`src/rtl/inst_decode_queue.sv`:
```
// Instruction decode queue: decodes RV32I fetch words at enqueue and buffers the decoded
// fields in a 2**DEPTH_LOG entry FIFO. Define DECODE_ILLEGAL_CHECK_EN to flag illegal opcodes.
module inst_decode_queue #(
    parameter int unsigned DEPTH_LOG = 2
) (
    input  logic        clk,
    input  logic        rst,
    input  logic        rdy,
    input  logic        if_valid,
    input  logic [31:0] if_inst,
    input  logic [31:0] if_pc,
    output logic        if_ready,
    input  logic        flush,
    output logic        out_valid,
    input  logic        out_ready,
    output logic [31:0] out_pc,
    output logic [6:0]  out_opcode,
    output logic [2:0]  out_funct3,
    output logic        out_funct7b5,
    output logic [4:0]  out_rd,
    output logic [4:0]  out_rs1,
    output logic [4:0]  out_rs2,
    output logic [31:0] out_imm,
    output logic        out_jump,
    output logic        out_illegal
);

    localparam int unsigned DEPTH = 2 ** DEPTH_LOG;
    localparam logic [DEPTH_LOG:0] FULL_COUNT = (DEPTH_LOG + 1)'(DEPTH);

    localparam logic [6:0] OP_LUI    = 7'b0110111;
    localparam logic [6:0] OP_AUIPC  = 7'b0010111;
    localparam logic [6:0] OP_JAL    = 7'b1101111;
    localparam logic [6:0] OP_JALR   = 7'b1100111;
    localparam logic [6:0] OP_BRANCH = 7'b1100011;
    localparam logic [6:0] OP_LOAD   = 7'b0000011;
    localparam logic [6:0] OP_STORE  = 7'b0100011;
    localparam logic [6:0] OP_IMM    = 7'b0010011;
    localparam logic [6:0] OP_REG    = 7'b0110011;

    typedef struct packed {
        logic [31:0] pc;
        logic [6:0]  opcode;
        logic [2:0]  funct3;
        logic        funct7b5;
        logic [4:0]  rd;
        logic [4:0]  rs1;
        logic [4:0]  rs2;
        logic [31:0] imm;
        logic        jump;
    } entry_t;

    function automatic entry_t decode(input logic [31:0] inst, input logic [31:0] pc);
        entry_t e;
        e.pc       = pc;
        e.opcode   = inst[6:0];
        e.funct3   = inst[14:12];
        e.funct7b5 = inst[30];
        e.rd       = inst[11:7];
        e.rs1      = inst[19:15];
        e.rs2      = 5'd0;
        e.imm      = 32'd0;
        e.jump     = 1'b0;
        case (inst[6:0])
            OP_LUI, OP_AUIPC: begin
                e.imm = {inst[31:12], 12'b0};
                e.rs1 = 5'd0;
            end
            OP_JAL: begin
                e.imm  = {{12{inst[31]}}, inst[19:12], inst[20], inst[30:21], 1'b0};
                e.rs1  = 5'd0;
                e.jump = 1'b1;
            end
            OP_JALR, OP_LOAD, OP_IMM: begin
                e.imm = {{20{inst[31]}}, inst[31:20]};
            end
            OP_STORE: begin
                e.imm = {{20{inst[31]}}, inst[31:25], inst[11:7]};
                e.rd  = 5'd0;
                e.rs2 = inst[24:20];
            end
            OP_BRANCH: begin
                e.imm = {{20{inst[31]}}, inst[7], inst[30:25], inst[11:8], 1'b0};
                e.rd  = 5'd0;
                e.rs2 = inst[24:20];
            end
            OP_REG: begin
                e.rs2 = inst[24:20];
            end
            default: begin
                e.imm = 32'd0;
            end
        endcase
        return e;
    endfunction

    logic [DEPTH_LOG-1:0] head_q, head_d;
    logic [DEPTH_LOG-1:0] tail_q, tail_d;
    logic [DEPTH_LOG:0]   count_q, count_d;
    logic                 enq, deq;
    entry_t               mem [DEPTH];
    entry_t               enq_entry;
    entry_t               head_entry;

    assign if_ready  = (count_q != FULL_COUNT);
    assign out_valid = (count_q != '0);
    // Flush wins over both handshakes, so a flushed-cycle offer is never written.
    assign enq       = if_valid && if_ready && rdy && !flush;
    assign deq       = out_valid && out_ready && rdy && !flush;
    assign enq_entry = decode(if_inst, if_pc);

    always_comb begin
        head_d  = head_q;
        tail_d  = tail_q;
        count_d = count_q;
        if (rdy && flush) begin
            head_d  = '0;
            tail_d  = '0;
            count_d = '0;
        end else begin
            if (enq) tail_d = tail_q + DEPTH_LOG'(1);
            if (deq) head_d = head_q + DEPTH_LOG'(1);
            case ({enq, deq})
                2'b10:   count_d = count_q + (DEPTH_LOG + 1)'(1);
                2'b01:   count_d = count_q - (DEPTH_LOG + 1)'(1);
                default: count_d = count_q;
            endcase
        end
    end

    always_ff @(posedge clk or posedge rst) begin
        if (rst) begin
            head_q  <= '0;
            tail_q  <= '0;
            count_q <= '0;
        end else begin
            head_q  <= head_d;
            tail_q  <= tail_d;
            count_q <= count_d;
        end
    end

    // Storage is not reset; out_valid qualifies every read.
    always_ff @(posedge clk) begin
        if (enq) mem[tail_q] <= enq_entry;
    end

    assign head_entry   = mem[head_q];
    assign out_pc       = head_entry.pc;
    assign out_opcode   = head_entry.opcode;
    assign out_funct3   = head_entry.funct3;
    assign out_funct7b5 = head_entry.funct7b5;
    assign out_rd       = head_entry.rd;
    assign out_rs1      = head_entry.rs1;
    assign out_rs2      = head_entry.rs2;
    assign out_imm      = head_entry.imm;
    assign out_jump     = head_entry.jump;

`ifdef DECODE_ILLEGAL_CHECK_EN
    logic ill_mem [DEPTH];
    logic enq_illegal;

    // Any word with inst[1:0] != 2'b11 also misses every opcode below.
    always_comb begin
        case (if_inst[6:0])
            OP_LUI, OP_AUIPC, OP_JAL, OP_JALR, OP_BRANCH,
            OP_LOAD, OP_STORE, OP_IMM, OP_REG: enq_illegal = (if_inst[1:0] != 2'b11);
            default:                            enq_illegal = 1'b1;
        endcase
    end

    always_ff @(posedge clk) begin
        if (enq) ill_mem[tail_q] <= enq_illegal;
    end

    assign out_illegal = ill_mem[head_q];
`else
    assign out_illegal = 1'b0;
`endif

endmodule

```
`config.mk`:
```
export PLATFORM = sky130hd
export DESIGN_NAME = inst_decode_queue
export DESIGN_NICKNAME = d
export VERILOG_FILES = /design/src/rtl/inst_decode_queue.sv
export SDC_FILE = /design/constraint.sdc
export NUM_CORES = 1
export LEC_CHECK = 0
export ABC_AREA = 1
export BUFFER_PORTS_ARGS = -buffer_cell sky130_fd_sc_hd__buf_2
export CAP_MARGIN = 20
export CORE_ASPECT_RATIO = 2
export CORE_MARGIN = 2
export CORE_UTILIZATION = 62
export CTS_CLUSTER_SIZE = 10
export DETAILED_ROUTE_END_ITERATION = 8
export PLACE_DENSITY = 0.93
export SLEW_MARGIN = 15
export SYNTH_ARGS = -nofsm -noshare
export SYNTH_HDL_FRONTEND = slang
export SYNTH_SLANG_ARGS = --single-unit
```
`constraint.sdc`:
```
create_clock -name clk -period 7.7 [get_ports clk]
set_input_delay 1.155 -clock clk [delete_from_list [all_inputs] [get_ports clk]]
set_output_delay 1.155 -clock clk [all_outputs]
set_load 0.01 [all_outputs]
```
=== Word level (Yosys, flattened, before mapping) ===
Memories as Yosys holds them, arrays and structs flattened.
Index checks and enable logic that the tools add are counted.
Widths: inputs -> output; s select.

* Register bits: 7
* Bits in writable memories: 364
* Bits of input ports: 70
* Output and inout port bits: 94
* Memories kept: 1

{| class="wikitable"
|+ Memories
! memory !! depth !! width !! rd ports !! clocked after memory_dff !! wr ports !! line !! source
|-
| mem || 4 || 91 || 1 || 0 || 1 || 101 || <nowiki>entry_t mem [DEPTH];</nowiki>
|}

* Add/subtract/negate cells: 4
* Eq/ne operators: 12
* Mux-type cells: 13
* Reductions and logical operators: 17

{| class="wikitable"
|+ Operator list
! cell !! count
|-
| $pmux 32 s5 || 1
|-
| $eq 7x6->1 const B || 3
|-
| $eq 7x7->1 const B || 3
|-
| $mux 5 || 3
|-
| $eq 7x5->1 const B || 2
|-
| $reduce_or 3->1 || 3
|-
| $mux 2 || 4
|-
| $eq 7x2->1 const B || 1
|-
| $logic_and 1x1->1 || 7
|-
| $pmux 3 s2 || 1
|-
| $reduce_bool 3->1 || 2
|-
| $add 2x1->2 const B || 2
|-
| $reduce_bool 2->1 || 2
|-
| $reduce_or 2->1 || 2
|-
| $add 3x1->3 const B || 1
|-
| $mux 1 || 3
|-
| $mux 3 || 1
|-
| $ne 3x3->1 const B || 1
|-
| $sub 3x1->3 const B || 1
|-
| $eq 2x1->1 const B || 1
|-
| $eq 2x2->1 const B || 1
|-
| $logic_not 1->1 || 1
|}

=== Depth between registers and ports, before layout ===
* Depth after elaboration: 7
* Depth in mapped cells: 13
* Depth with buffers taken out: 13

=== Worst setup path after synthesis ===
Ideal clock, no wire load.

* Path type: input to register
* From: input flush
* To: memory mem[0][0] in the netlist's numbering, enable pin
* Library setup time: 0.542 ns
* Data arrival time: 5.258 ns
* Data required time: 7.158 ns
* Slack: 1.900 ns
* Stages: 5
* Buffers on the path: 0
* Cell sequence: inv_1 > nand3_1 > inv_1 > nand2_1 > nor2_1

* Cells in the longest elaborated chain, start to end: 4

{| class="wikitable"
|+ Ends and longest elaborated chain
! element !! line !! source
|-
| from (decl) || 13 || <nowiki>input logic flush,</nowiki>
|-
| $logic_not 1->1 || 108 || <nowiki>assign enq = if_valid && if_ready && rdy && !flush;</nowiki>
|-
| $logic_and 1x1->1 || 108 ||
|-
| $mux 1 || 145 || <nowiki>if (enq) mem[tail_q] <= enq_entry;</nowiki>
|-
| $mux 1 (implied by the code) || 145 ||
|-
| to (decl) || 101 ||
|}

Every way passes these cells.

=== Worst setup path after layout ===
* From: register head_q[0]
* To: output out_rd[0]

* Cells in the longest elaborated chain, start to end: 1

{| class="wikitable"
|+ Ends and longest elaborated chain
! element !! line !! source
|-
| from (decl) || 97 || <nowiki>logic [DEPTH_LOG-1:0] head_q, head_d;</nowiki>
|-
| from (signal assigned) || 133 || <nowiki>head_q <= '0;</nowiki>
|-
| from (signal assigned) || 137 || <nowiki>head_q <= head_d;</nowiki>
|-
| $mem_v2 4x91 || -- ||
|-
| to (decl) || 20 || <nowiki>output logic [4:0] out_rd,</nowiki>
|}

Every way passes these cells.

==> metrics.cfg <==
[critical_path]
crit_start=head_q[0]
cp.required_ps=6550
path_class=flip-flop to output pin
slowest_stage=buf_4
rr_startpoint=head_q[0]
crit_arrival_ps=3680
cp_cell_sequence=inv_4, buf_4, o21ai_0, o22ai_1, buf_2
critPathLaunchType=flip-flop
r2r_cells=5
critPathMaxStageDelay_ps=920
cp-end-kind=output pin
reg2reg_to=head_q[0]
regToRegSetupSlack_ps=4710
cp_max_fo=107
endpoint=out_rd[0]

[timing]
tightest_slew_ps=1050
fin_skew_ps=6.21
min_period_ps=4840
slew_headroom_pct=30.2
finalSetupViolCount=0
rsz0062_at_grt=false
slew_violations=0
hold_viol_final=0
min_period_over_period_pct=62.8
setup-tns-final_ps=0
clock.fmax_ghz=0.207

[die]
dieWidth_um=112
dieArea_um2=24500
start_util_pct=63.3
ioPinCount=164
core_um2=22700
fp-row-count=78
die_y_um=219

[clocking]
cts-buffers-inserted=43
clk_latency_ps=510
cts_sinks=371
clock_tree.root_cell=clkbuf_16
postCtsHoldBufs=0
post_cts_buffers=0
cts_tree=built
clk_pin_slew_ps=50
cts_resized=0
htreeDepth=2
clockBufferDepth=3

[flow_run]
drv_cap=0

[pwr]
p_total_mw=5.17
total_leakage_power_nw=5.99
vdd_drop_max_v=0.000240
powerDensity_nw_per_um2=311

[outcome]
status=finished clean

[logic_synthesis]
syn-mean-instance-area_um2=13.4
netlist_area_um2=14400
synth_cell_types=30
ys_ff_latch=371
syn_inst=1078
ys_seq_area_share_pct=77.1
yosys_warnings=0
synth_nets=1153

[global_route]
grt_max_degree=108
grtUsageMet1_pct=31.0
grt_use_met2_pct=46.9
grt_pass1_vias=9540
grtUsageMet3_pct=3.91
antenna_found_initial=3
grt_use_total_pct=26.8
grt_pass1_wl_um=50400
top_usage_layer=met2
grt-ovfl-total=0

[place]
routabilityCongestion=0.847
dp_hpwl_um=19400
portBuffers=162

[drt]
vias=9458
first_pass_iters=5
vias_per_cell=6.20
drc=0
drt_iter0_drc=1075
wl_per_cell_um=21.5
routed_wl_um=32800
ant_nets=0

[layout]
drive_gt1_share_pct=18.9
areaGrowthSynthToFinish_pct=15.2
final_cell_mix=364 x edfxtp_1, 201 x nor2_1, 187 x o21ai_0
final_common_cell=edfxtp_1
nNetsFinal=1308

[hold_path]
hp-class=input pin to asynchronous set/reset pin

[power by group]
part | switching (mW) | internal [mW]
Sequential | 0.0727 | 2.28
Combinational | 0.732 | 0.347
Clock | 0.692 | 1.04
[final cells by class]
cell class	count	area, um2
clock buffers	54	1160
repair buffers	174	901
clock inverters	1	8.76
multi-input cells	603	2900
well taps	280	350
fillers	1377	6150
diodes	3	7.51
flip-flops and latches	371	11100
inverters	40	153
[synthesized netlist by cell type, drive strengths merged]
cell type	count	area [um2]
nor3	3	25.0
nor2	205	769
o211ai	1	7.51
a21oi	1	5.00
o21ai	191	956
nand2b	1	6.26
nand4	4	31.3
clkbuf	46	173
and2	6	37.5
xnor2	1	8.76
nand3	13	70.1
fa	1	20.0
ha	4	50.1
dfrtp	7	175
edfxtp	364	10900
o22ai	91	569
inv	40	150
buf	18	100
nand2	79	299
nand3b	1	7.51
conb	1	3.75
[through the flow]
| step | setup WS (ps) | util (%) | hold WS [ps] | std cells | instance area, um2 |
|---|---|---|---|---|---|
| after global placement | 3550 | 67.8 | 561 | 1468 | 15400 |
| after detailed placement | 3440 | 67.8 | 576 | 1468 | 15400 |
| after CTS | 2920 | 72.9 | 567 | 1523 | 16600 |
| final | 2860 | 72.9 | 571 | 1526 | 16600 |
| after floorplan | 1900 | - | 542 | 1078 | 14400 |
| after global routing | 2680 | 72.9 | 590 | 1526 | 16600 |
[critical path: cells and delay by family, from the launching register on]
family | cells | cell delay, ps
DFF | 1 | 750
AOI/OAI and AO/OA | 2 | 490
buffers and inverters | 3 | 1800
[sequential cells by signal (all words and copies together) (netlist names)]
| signal | count |
|---|---|
| mem | 364 |
| count_q | 3 |
| head_q | 2 |
| tail_q | 2 |
[cells by family (layout without fill, tap and decap cells)]
family	after synthesis	in the layout	synth area share, %
flops	371	371	77.1
simple gates	312	312	8.66
compound gates	284	284	10.7
buf+inv	104	269	2.94
fa+ha+maj	5	5	0.487
other cells	1	4	0.0261
xor+xnor	1	1	0.0609
[how the worst min path moves through the flow]
| stage | depth (start not counted) | from | slack (ps) | to |
|---|---|---|---|---|
| 6_report | 2 | rst | 570 | head_q[0] |
| 5_1_grt | 2 | rst | 590 | tail_q[0] |
| 4_1_cts | 2 | rst | 570 | count_q[2] |
| 3_5_place_dp | 2 | count_q[0] | 580 | count_q[0] |
| 3_3_place_gp | 2 | count_q[1] | 560 | count_q[1] |
| 2_1_floorplan | 2 | count_q[1] | 540 | count_q[1] |
[metal layers]
layer | vias to the layer above | part of all wire [%]
met5 | - | 0
met4 | 0 | 5.9
met3 | 98 | 7.5
met2 | 542 | 53
met1 | 4583 | 33
li1 | 4235 | -
Note: power is estimated with default switching activity, not from simulation.
